==> config.mk <==
export PLATFORM = sky130hd
export DESIGN_NAME = sif_capture_fifo_flat
export DESIGN_NICKNAME = d
export VERILOG_FILES = /design/src/rtl/sif_capture_fifo_if.sv /design/src/rtl/sif_capture_fifo.sv /design/src/flat_wrapper.sv
export SDC_FILE = /design/constraint.sdc
export NUM_CORES = 1
export LEC_CHECK = 0
export ABC_AREA = 1
export BUFFER_PORTS_ARGS = -buffer_cell sky130_fd_sc_hd__buf_2
export CAP_MARGIN = 20
export CORE_AREA = 3 3 69 71
export CTS_BUF_LIST = sky130_fd_sc_hd__clkbuf_8
export DETAILED_ROUTE_END_ITERATION = 10
export DIE_AREA = 0 0 72 74
export GPL_TIMING_DRIVEN = 0
export MAX_ROUTING_LAYER = met4
export PLACE_DENSITY = 0.66
export SLEW_MARGIN = 5
export SYNTH_ARGS = -nofsm -noshare
export SYNTH_HDL_FRONTEND = slang
export SYNTH_SLANG_ARGS = --single-unit
==> constraint.sdc <==
create_clock -name clk -period 2.2 [get_ports clk]
set_input_delay 0.22 -clock clk [delete_from_list [all_inputs] [get_ports clk]]
set_output_delay 0.22 -clock clk [all_outputs]
set_load 0.03 [all_outputs]
==> src/rtl/sif_capture_fifo_if.sv <==
// simple_if: byte bus with a valid strobe and no backpressure.
interface simple_if;
    logic [7:0] data;
    logic       valid;
    modport master (output data, valid);
    modport slave  (input data, valid);
endinterface

==> src/rtl/sif_capture_fifo.sv <==
// sif_capture_fifo: captures simple_if bytes into a FWFT FIFO presented as a valid/ready stream.
// SIF_CAPTURE_STATS_EN adds push_cnt, a wrapping count of accepted pushes.
module sif_capture_fifo #(
    parameter int DEPTH = 4,
    parameter int AW    = $clog2(DEPTH)
) (
    input  logic          clk,
    input  logic          rst_n,
    simple_if.slave       intf,
    input  logic          out_ready,
    output logic [7:0]    out_data,
    output logic          out_valid,
    output logic          full,
    output logic          empty,
    output logic [AW:0]   level,
`ifdef SIF_CAPTURE_STATS_EN
    output logic [15:0]   push_cnt,
`endif
    output logic [7:0]    ovf_cnt
);
    logic [7:0]    mem [DEPTH];
    logic [AW-1:0] wr_ptr, rd_ptr;
    logic          push_req, pop, push_acc, drop;

    // X or Z on valid must not count as a push
    assign push_req  = intf.valid === 1'b1;
    assign empty     = level == '0;
    assign full      = level == (AW+1)'(DEPTH);
    assign out_valid = !empty;
    assign out_data  = mem[rd_ptr];
    assign pop       = out_valid && out_ready;
    assign push_acc  = push_req && (!full || pop);
    assign drop      = push_req && full && !pop;

    always_ff @(posedge clk)
        if (push_acc) mem[wr_ptr] <= intf.data;

    always_ff @(posedge clk or negedge rst_n) begin
        if (!rst_n) begin
            wr_ptr  <= '0;
            rd_ptr  <= '0;
            level   <= '0;
            ovf_cnt <= '0;
        end else begin
            if (push_acc) wr_ptr <= wr_ptr + AW'(1);
            if (pop) rd_ptr <= rd_ptr + AW'(1);
            level <= level + (AW+1)'(push_acc) - (AW+1)'(pop);
            if (drop && ovf_cnt != 8'hFF) ovf_cnt <= ovf_cnt + 8'd1;
        end
    end

`ifdef SIF_CAPTURE_STATS_EN
    always_ff @(posedge clk or negedge rst_n) begin
        if (!rst_n) push_cnt <= '0;
        else if (push_acc) push_cnt <= push_cnt + 16'd1;
    end
`endif
endmodule

==> src/flat_wrapper.sv <==
// flat-port wrapper written by rule: the top's interface ports become plain ports
module sif_capture_fifo_flat 
#(
    parameter int DEPTH = 4,
    parameter int AW    = $clog2(DEPTH)
)
  (clk, rst_n, out_ready, out_data, out_valid, full, empty, level, ovf_cnt, intf_data, intf_valid);
  simple_if intf_i ();
  input  logic clk;
  input  logic rst_n;
  input  logic out_ready;
  output logic [7:0] out_data;
  output logic out_valid;
  output logic full;
  output logic empty;
  output logic [AW:0] level;
  output logic [7:0] ovf_cnt;
  input wire logic [$bits(intf_i.data)-1:0] intf_data;
  input wire logic [$bits(intf_i.valid)-1:0] intf_valid;
  assign intf_i.data = intf_data;
  assign intf_i.valid = intf_valid;
  sif_capture_fifo #(.DEPTH(DEPTH), .AW(AW)) u_core (.clk(clk), .rst_n(rst_n), .intf(intf_i), .out_ready(out_ready), .out_data(out_data), .out_valid(out_valid), .full(full), .empty(empty), .level(level), .ovf_cnt(ovf_cnt));
endmodule
==> results.json <==
{
  "status": "complete, no violations",
  "cts_buffers": 5,
  "area_growth_syn_to_layout_pct": 16.78,
  "finalHoldViolCount": 0,
  "clock-sinks": 47,
  "worstSetupEndpointType": "flop",
  "max_freq_ghz": 0.4808,
  "antenna_cells": 0,
  "power_density_mw_per_mm2": 1347,
  "drtAntennaViolNets": 0,
  "coreArea_sq_mm": 0.004294,
  "cts_tree": "built",
  "design.portCount": 34,
  "grt_start_max_net_pins": 16,
  "htreeDepth": 2,
  "setup_viol": 0,
  "worstMarginPinSlew_ns": 0.8171,
  "synth_cell_types": 20,
  "postRouteWirelength_mm": 3.906,
  "post-route-drc-count": 0,
  "overflow": 0,
  "placementRows": 24,
  "worstPathArrival_ns": 2.27,
  "die_h_um": 74,
  "clock-root-buffer": "clkbuf_8",
  "first_pass_iters": 4,
  "die_x_um": 72,
  "final_nets": 259,
  "syn_inst": 198,
  "viasPerCell": 4.969,
  "cp_max_fo": 5,
  "crit_path_start_kind": "flop",
  "skew_ns": 0.003558,
  "grt_pass1_vias": 1352,
  "synth.avg_cell_area_sq_um": 10.55,
  "period_minus_slack_ns": 2.080,
  "vias": 1446,
  "place.gp.congestion": 0.8112,
  "slew_viol_final": 0,
  "ys_seq_elements": 47,
  "antenna_found_initial": 0,
  "grt_pass1_wl_mm": 6.306,
  "cap_violations": 0,
  "slew_headroom_pct": 45.32,
  "dp_hpwl_mm": 2.638,
  "synth_fp_nets": 218,
  "port_buffers": 33,
  "syn_area_sq_mm": 0.002088,
  "clk_pin_slew_ns": 0.08,
  "postCtsSetupBuffers": 0,
  "start_util_pct": 48.63,
  "dieArea_sq_mm": 0.005328,
  "routedWlPerCell_um": 13.42,
  "critical_path_class": "flop to flop",
  "drive_gt1_share_pct": 21.34,
  "reg2reg_setup_slack_ns": 0.12,
  "p_leak_nw": 1.094,
  "ys_warn_count": 0,
  "finalCritPeriodShare_pct": 94.53,
  "rsz0062_at_grt": "no",
  "setup_tns_ns": 0,
  "grtUsageTotal_pct": 16.02,
  "total_power_w": 0.003285,
  "required_ns": 2.39,
  "clock_latency_ns": 0.29,
  "hold_path_class": "input port to flop",
  "vdd_drop_max_uv": 568.4,
  "ys_seq_area_share_pct": 63.99,
  "first_iter_violations": 137,
  "cts_max_path_buffers": 2
}
synthesized netlist by cell type:
cell	number	area (sq um)
buf_2	2	10.01
inv_1	24	90.09
nand3_2	1	10.01
nand3_1	4	20.02
o21ai_0	19	95.09
buf_4	1	7.510
o21ai_1	1	5.000
nand4_1	1	6.260
dfrtp_1	15	375.4
xnor2_1	2	17.52
ha_1	7	87.58
or2_2	1	6.260
xor2_1	4	35.03
nand2_2	1	6.260
nor2_2	3	18.77
edfxtp_1	32	960.9
fa_1	1	20.02
nor2_1	26	97.59
nand2_1	45	168.9
o22ai_1	8	50.05
cell usage in the layout (no fill, tap or decap):
master         count
nand3_2            1
o21ai_0           19
bufinv_16          1
o22ai_1            8
fa_1               1
nand4_1            1
clkinvlp_4         1
o21ai_1            1
edfxtp_1          32
nand3_1            4
nor2_2             3
clkbuf_8           5
dfrtp_1           14
xor2_1             4
nand2_2            2
nor2_1            26
or2_2              1
dfrtp_2            1
xnor2_1            2
nand2_1           44
ha_1               7
buf_2             35
inv_1             24
buf_4              1
dlygate4sd3_1      1
power breakdown:
group / internal [W] / switching (W) / total (W) / leakage [nW]
registers: 0.00117 / 0.000141 / 0.00131 / 0.484
clock network: 0.000332 / 0.000280 / 0.000613 / 0.0502
logic: 0.000399 / 0.000961 / 0.00136 / 0.559
state kept, by name, summed over array words and instances, names as in the netlist:
| register | count |
|---|---|
| u_core.level | 3 |
| u_core.mem | 32 |
| u_core.ovf_cnt | 8 |
| u_core.rd_ptr | 2 |
| u_core.wr_ptr | 2 |
cell type report:
type,count,area (sq um)
Clock inverter,2,37.54
Sequential cell,47,1338
Buffer,3,17.52
Clock buffer,5,68.82
Timing Repair Buffer,34,175.2
Tap cell,52,65.06
Inverter,24,90.09
Multi-Input combinational cell,124,646.9
Fill cell,390,1856
routing by layer:
layer / up-vias / global-route usage (%) / routed length, um / part of all wire [%]
met5: - / - / 0 / 0
met4: 0 / 5.637 / 70 / 1.8
met3: 8 / 3.649 / 133 / 3.4
met2: 22 / 25.92 / 1847 / 47
met1: 687 / 19.96 / 1854 / 47
li1: 729 / - / - / -
stage by stage:
stage | setup WS, ns | util, % | hold WS, ns | cells | area, sq um
6_report | 0.1203 | 56.79 | 0.1352 | 291 | 2439
3_5_place_dp | 0.1076 | 54.05 | 0.1562 | 283 | 2321
5_1_grt | 0.001206 | 56.79 | 0.1313 | 291 | 2439
2_1_floorplan | 0.02006 | - | -0.07559 | 198 | 2091
3_3_place_gp | 0.1700 | 54.05 | 0.1509 | 283 | 2321
4_1_cts | 0.09940 | 56.76 | 0.1292 | 291 | 2437
final timing paths:
path	startpoint	endpoint	cells after the start
min reg2reg	u_core.ovf_cnt[0]$_DFFE_PN0P_	u_core.ovf_cnt[0]$_DFFE_PN0P_	2
max reg2reg	u_core.level[1]$_DFF_PN0_	u_core.level[2]$_DFF_PN0_	10
min in group asynchronous	rst_n	u_core.ovf_cnt[0]$_DFFE_PN0P_	2
min	intf_data[1]	u_core.mem[3][1]$_DFFE_PP_	1
max in group asynchronous	rst_n	u_core.level[1]$_DFF_PN0_	2
max	u_core.level[1]$_DFF_PN0_	u_core.level[2]$_DFF_PN0_	10
what timing repair did:
action	CTS	global route
endpoints found under the setup margin	0	1
resized for setup	0	1
endpoints found under the hold margin	15	0
hold buffers	1	0
logic make-up (layout without fill, tap and decap cells):
| kind of cell | Yosys count | count (layout) | share of synthesized area [%] |
|---|---|---|---|
| AO/OA/AOI/OAI | 28 | 28 | 7.190 |
| XOR/XNOR | 6 | 6 | 2.516 |
| adder cells (fa/ha/maj) | 8 | 8 | 5.153 |
| buffers and inverters | 27 | 68 | 5.153 |
| flip-flops | 47 | 47 | 63.99 |
| AND/OR/NAND/NOR | 82 | 82 | 16.00 |
critical path, cell delays in order, from the launching register on:
cell     delay, ns
dfrtp_2       0.46
nor2_2        0.18
nand2_2       0.08
nand2_1       0.13
inv_1         0.08
ha_1          0.26
inv_1         0.06
ha_1          0.14
inv_1         0.05
fa_1          0.38
xor2_1        0.17
Note: power is estimated with default switching activity, not from simulation.
